==> config.mk <==
export PLATFORM = sky130hd
export DESIGN_NAME = taxi_wheel_pulse_gen
export DESIGN_NICKNAME = d
export VERILOG_FILES = /design/src/rtl/taxi_wheel_pulse_gen.sv
export SDC_FILE = /design/constraint.sdc
export NUM_CORES = 1
export LEC_CHECK = 0
export ABC_AREA = 0
export BUFFER_PORTS_ARGS = -buffer_cell sky130_fd_sc_hd__buf_4
export CAP_MARGIN = 20
export CORE_MARGIN = 2
export CORE_UTILIZATION = 49
export CTS_CLUSTER_DIAMETER = 40
export DETAILED_ROUTE_END_ITERATION = 12
export PLACE_DENSITY = 0.73
export SLEW_MARGIN = 20
export SYNTH_ARGS = -nofsm -noshare
export SYNTH_HDL_FRONTEND = slang
export SYNTH_SLANG_ARGS = --single-unit
==> constraint.sdc <==
create_clock -name clk -period 2 [get_ports clk]
set_input_delay 0 -clock clk [delete_from_list [all_inputs] [get_ports clk]]
set_output_delay 0 -clock clk [all_outputs]
set_load 0.005 [all_outputs]
==> src/rtl/taxi_wheel_pulse_gen.sv <==
// Wheel-sensor emulator for the taxi meter.
// Generates wheel_clk from mode inputs and keeps golden pulse/distance counts.
module taxi_wheel_pulse_gen #(
  parameter int HIGH_HALF = 2,
  parameter int LOW_HALF  = 8
) (
  input  logic        clk,
  input  logic        rst,
  input  logic        high_speed,
  input  logic        low_speed,
  input  logic        pause_state,
  input  logic        stop_state,
  output logic        wheel_clk,
  output logic [1:0]  speed_state,
  output logic [31:0] pulse_count,
  output logic [31:0] ref_distance
);

  typedef enum logic [1:0] {
    IDLE  = 2'd0,
    LOW   = 2'd1,
    HIGH  = 2'd2,
    PAUSE = 2'd3
  } state_t;

  localparam logic [15:0] HI_RLD = 16'(HIGH_HALF - 1);
  localparam logic [15:0] LO_RLD = 16'(LOW_HALF - 1);

  state_t      state, state_n;
  logic        wheel_n;
  logic [15:0] cnt, cnt_n;
  logic [15:0] rld, rld_n;
  logic [3:0]  sub, sub_n;
  logic [31:0] pc_n, ref_n;
  logic        eval, start;

  assign speed_state = state;

  // Next-state: phase countdown, boundary mode decode, pulse counting, stop clear
  always_comb begin
    state_n = state;
    wheel_n = wheel_clk;
    cnt_n   = cnt;
    rld_n   = rld;
    sub_n   = sub;
    pc_n    = pulse_count;
    ref_n   = ref_distance;
    eval    = 1'b0;
    start   = 1'b0;

    unique case (state)
      LOW, HIGH: begin
        if (cnt != 16'd0) begin
          cnt_n = cnt - 16'd1;
        end else if (wheel_clk) begin
          wheel_n = 1'b0;
          cnt_n   = rld;
        end else begin
          eval = 1'b1;
        end
      end
      IDLE, PAUSE: eval = 1'b1;
    endcase

    if (eval) begin
      if (pause_state) begin
        state_n = PAUSE;
      end else if (high_speed || low_speed) begin
        start = 1'b1;
      end else begin
        state_n = IDLE;
      end
    end

    if (start) begin
      state_n = high_speed ? HIGH : LOW;
      rld_n   = high_speed ? HI_RLD : LO_RLD;
      cnt_n   = rld_n;
      wheel_n = 1'b1;
      pc_n    = pulse_count + 32'd1;
      if (sub == 4'd9) begin
        sub_n = 4'd0;
        ref_n = ref_distance + 32'd7;
      end else begin
        sub_n = sub + 4'd1;
      end
    end

    if (stop_state) begin
      state_n = IDLE;
      wheel_n = 1'b0;
      cnt_n   = 16'd0;
      rld_n   = 16'd0;
      sub_n   = 4'd0;
      pc_n    = 32'd0;
      ref_n   = 32'd0;
    end
  end

  // State and output registers
  always_ff @(posedge clk) begin
    if (rst) begin
      state        <= IDLE;
      wheel_clk    <= 1'b0;
      cnt          <= 16'd0;
      rld          <= 16'd0;
      sub          <= 4'd0;
      pulse_count  <= 32'd0;
      ref_distance <= 32'd0;
    end else begin
      state        <= state_n;
      wheel_clk    <= wheel_n;
      cnt          <= cnt_n;
      rld          <= rld_n;
      sub          <= sub_n;
      pulse_count  <= pc_n;
      ref_distance <= ref_n;
    end
  end

endmodule

==> qor.csv <==
stage;metric;value;unit
setup_path;startpoint_type;flop;
synth;synth_area_leaders;dfxtp_1 38%, a21oi_1 6.7%, or4_1 6.4%, o31ai_1 5.6%, nand2_1 4.0%;
setup_path;critPathBufInv;2;
synth;synth-simple-area-share;31.3;%
synth;yosysWarnings;0;
die;pin_count;73;
synth;synth_top_area_share;38.2;%
placed_design;postPlaceCellArea;5770;µm²
route;drtIter0Drc;232;
synth;yosysSeqAreaShare;38.2;%
global_routing;grt_overflow;0;
timing;setup_viol_count_final;4;
die;dieArea;10300;µm²
synth;yosys.cell_types.count;61;
setup_path;r2r_end;ref_distance[24];
die;die_h;102;µm
timing;fin_worst_skew;0.0112;ns
global_routing;grt_pass1_wl;21000;µm
cells_and_area;final_nets;707;
cells_and_area;final_common_cell;buf_4;
cells_and_area;utilization;70.2;%
die;coreArea;9240;µm²
cells_and_area;synthToLayoutAreaGrowth;39.2;%
route;met3_wirelength;619;µm
synth;synth_top_family_by_area;simple AND/OR/NAND/NOR gates;
synth;synth-compound-area-share;22.9;%
clocking;htreeDepth;3;
timing;grt_setup_unrepaired;yes;
setup_path;cp-end-kind;flop;
timing;finalHoldViolCount;0;
clocking;cts_inserted_buffers;9;
global_routing;grt_pass1_vias;4625;
power_and_ir_drop;power_leakage;2.49;nW
synth;synth.area.mux_share;1.53;%
route;drt_drc_violations_left;0;
synth;syn_inst;560;
die;initial_utilization;50.4;%
timing;tightest_slew;0.404;ns
flow_run;max_cap_viol_count;0;
power_and_ir_drop;totalPowerFinal;0.00638;W
hold_path;min-delay-start;pause_state;
route;drt_wl_total;13600;µm
timing;min_period;2.02;ns
timing;tns;-0.0325;ns
hold_path;min_delay_path_depth;4;
synth;synth-edff-count;0;
global_routing;grt_usage;24.8;%
route;vias;5043;
setup_path;slowest_delay;0.50;ns
status;status;complete, but fails checks;
setup_path;r2r_setup_slack;-0.02;ns
clocking;clock_sinks;89;
cells_and_area;final_cell_mix;141 x buf_4, 78 x dfxtp_1, 55 x a21oi_1;
die;placementRows;35;
placed_design;io_buffers;72;
timing;maxSlewViolCount;0;
timing;worst_slack;-0.0185;ns
synth;ys_ff_latch;89;
route;met1_length;5820;µm
synth;syn_area;4660;µm²
cells_and_area;drive_gt1_share;34.2;%
route;routedWlPerCell;16.4;µm
timing;timing.fmax;0.495;GHz
setup_path;cp_top_family;simple AND/OR/NAND/NOR gates;
route;drt_pass1_iterations;5;
synth;synth-xor-area-share;1.69;%
hold_path;hold_class;input port to flop;
status;violations;setup timing;
global_routing;antenna_found_initial;0;
cells_and_area;final_area;6490;µm²
clocking;clk_pin_slew_worst_paths;0.09;ns
route;wl_met2;6930;µm
clocking;cts_buffer_depth;2;
setup_path;crit_path_top_delay_cell;or4_4;
setup_path;crit_chain;buf_4 > xor2_1 > nor2_2 > a21oi_4 > clkbuf_16 > or4_4 > a21oi_1;
setup_path;crit_arrival;2.31;ns
hold_path;worstHoldEndpoint;cnt[1];
power_and_ir_drop;ir_drop;1.12;mV
timing;finalCritPeriodShare;101;%
die;chipWidth;102;µm
placed_design;gp_congestion;0.912;
clocking;cts_tree;yes;
placed_design;hpwl;8870;µm
setup_path;crit_type;flop to flop;
cells_and_area;diodes;0;
timing;slew_headroom;72.7;%
synth;synth_area_leader_cell;dfxtp_1;
route;top_layer_used;met4;
setup_path;cp.required;2.29;ns
clocking;root_buffer;clkbuf_8;
route;ant_nets;0;
synth;synthAdderAreaFrac;0.806;%
global_routing;grt_max_degree;67;
setup_path;cp_max_fo;7;
synth;syn_avg_cell_area;8.32;µm²
power_and_ir_drop;p_per_area;984;nW/µm²
synth;ys.flop_type;dfxtp_1;
clocking;clk_latency;0.36;ns
setup_path;reg2reg_depth;7;
synth;synth_nets;569;
synth;async_reset_ff_share;0;%
setup_path;reg2reg_from;speed_state[0];
route;vias_per_cell;6.07;
## routing by layer
layer | vias to the layer above | GRT usage, %
li1 | 2449 | -
met1 | 2427 | 30.5
met2 | 144 | 45.0
met3 | 23 | 2.97
met4 | 0 | 8.00
met5 | - | 0
## worst min-delay path, cell delays in order
cell and delay, ns:
buf_4 0.11, nor2b_1 0.05, o211ai_1 0.16, a21oi_1 0.07
## cells by family (layout without fill, tap and decap cells)
logic type	count (synthesis)	count (layout)
AOI/OAI and AO/OA	165	166
xor gates and xnor gates	9	9
adders and majority gates	3	3
buffers and inverters	41	182
DFF	89	89
muxes	7	7
and+or+nand+nor	246	246
## cell type report
| class | count | area, µm² |
|---|---|---|
| flip-flops and latches | 89 | 1800 |
| well taps | 129 | 161 |
| inverters | 11 | 41.3 |
| clock inverters | 5 | 104 |
| repair buffers | 156 | 1310 |
| multi-input cells | 431 | 2940 |
| clock buffers | 10 | 138 |
| fillers | 726 | 2750 |
## cell usage after synthesis (all sizes together) (2+ instances only)
library cell / n
or3: 22
a31oi: 7
nor4: 5
o41ai: 2
xor2: 4
o21a: 3
nand3: 26
or4: 41
o21ai: 24
nand4b: 4
nand4: 21
buf: 7
mux2i: 6
ha: 3
dfxtp: 89
a31o: 4
a21o: 2
a21oi: 63
nor3: 7
or4b: 2
a41o: 4
nor4b: 2
nand2b: 3
and3: 11
clkbuf: 23
o31ai: 35
inv: 11
nor2: 31
o31a: 2
a211oi: 4
o211ai: 8
or2: 4
and4: 9
nand2: 50
xnor2: 5
## power breakdown
group          switching [W]  internal [W]  leakage [nW]
sequential          0.000112       0.00187         0.725
clock               0.000664      0.000858         0.122
combinational        0.00154       0.00134          1.65
total                0.00232       0.00406          2.49
## worst max-delay path by stage
stage / depth (start not counted) / start / to / slack (ns)
2_1_floorplan: 8 / cnt[0] / ref_distance[15] / 0.01
3_3_place_gp: 8 / cnt[0] / ref_distance[16] / 0.04
3_5_place_dp: 8 / cnt[0] / ref_distance[8] / -0.03
4_1_cts: 5 / pulse_count[19] / pulse_count[28] / 0.0009
5_1_grt: 8 / cnt[0] / ref_distance[10] / -0.07
6_report: 7 / speed_state[0] / ref_distance[24] / -0.02
## metrics by stage
stage / std cells / setup slack (ns) / hold WS, ns
3_3_place_gp: 793 / 0.0447 / 0.253
4_1_cts: 817 / 0.000863 / 0.0676
3_5_place_dp: 793 / -0.0253 / 0.253
5_1_grt: 831 / -0.0719 / 0.107
2_1_floorplan: 560 / 0.00997 / 0.0956
6_report: 831 / -0.0185 / 0.0705
## state kept, by name, indices dropped and copies added (netlist names)
| register | flops |
|---|---|
| pulse_count | 32 |
| wheel_clk | 1 |
| speed_state | 2 |
| sub | 4 |
| ref_distance | 32 |
| cnt | 16 |
| rld | 2 |
## timing repair
action	in CTS	in global routing
endpoints found under the hold margin	6	0
hold buffers	4	0
resized for setup	5	57
gates cloned	2	5
setup buffers	3	9
pin swaps	3	29
setup endpoints to repair	19	60
Note: power is estimated with default switching activity, not from simulation.
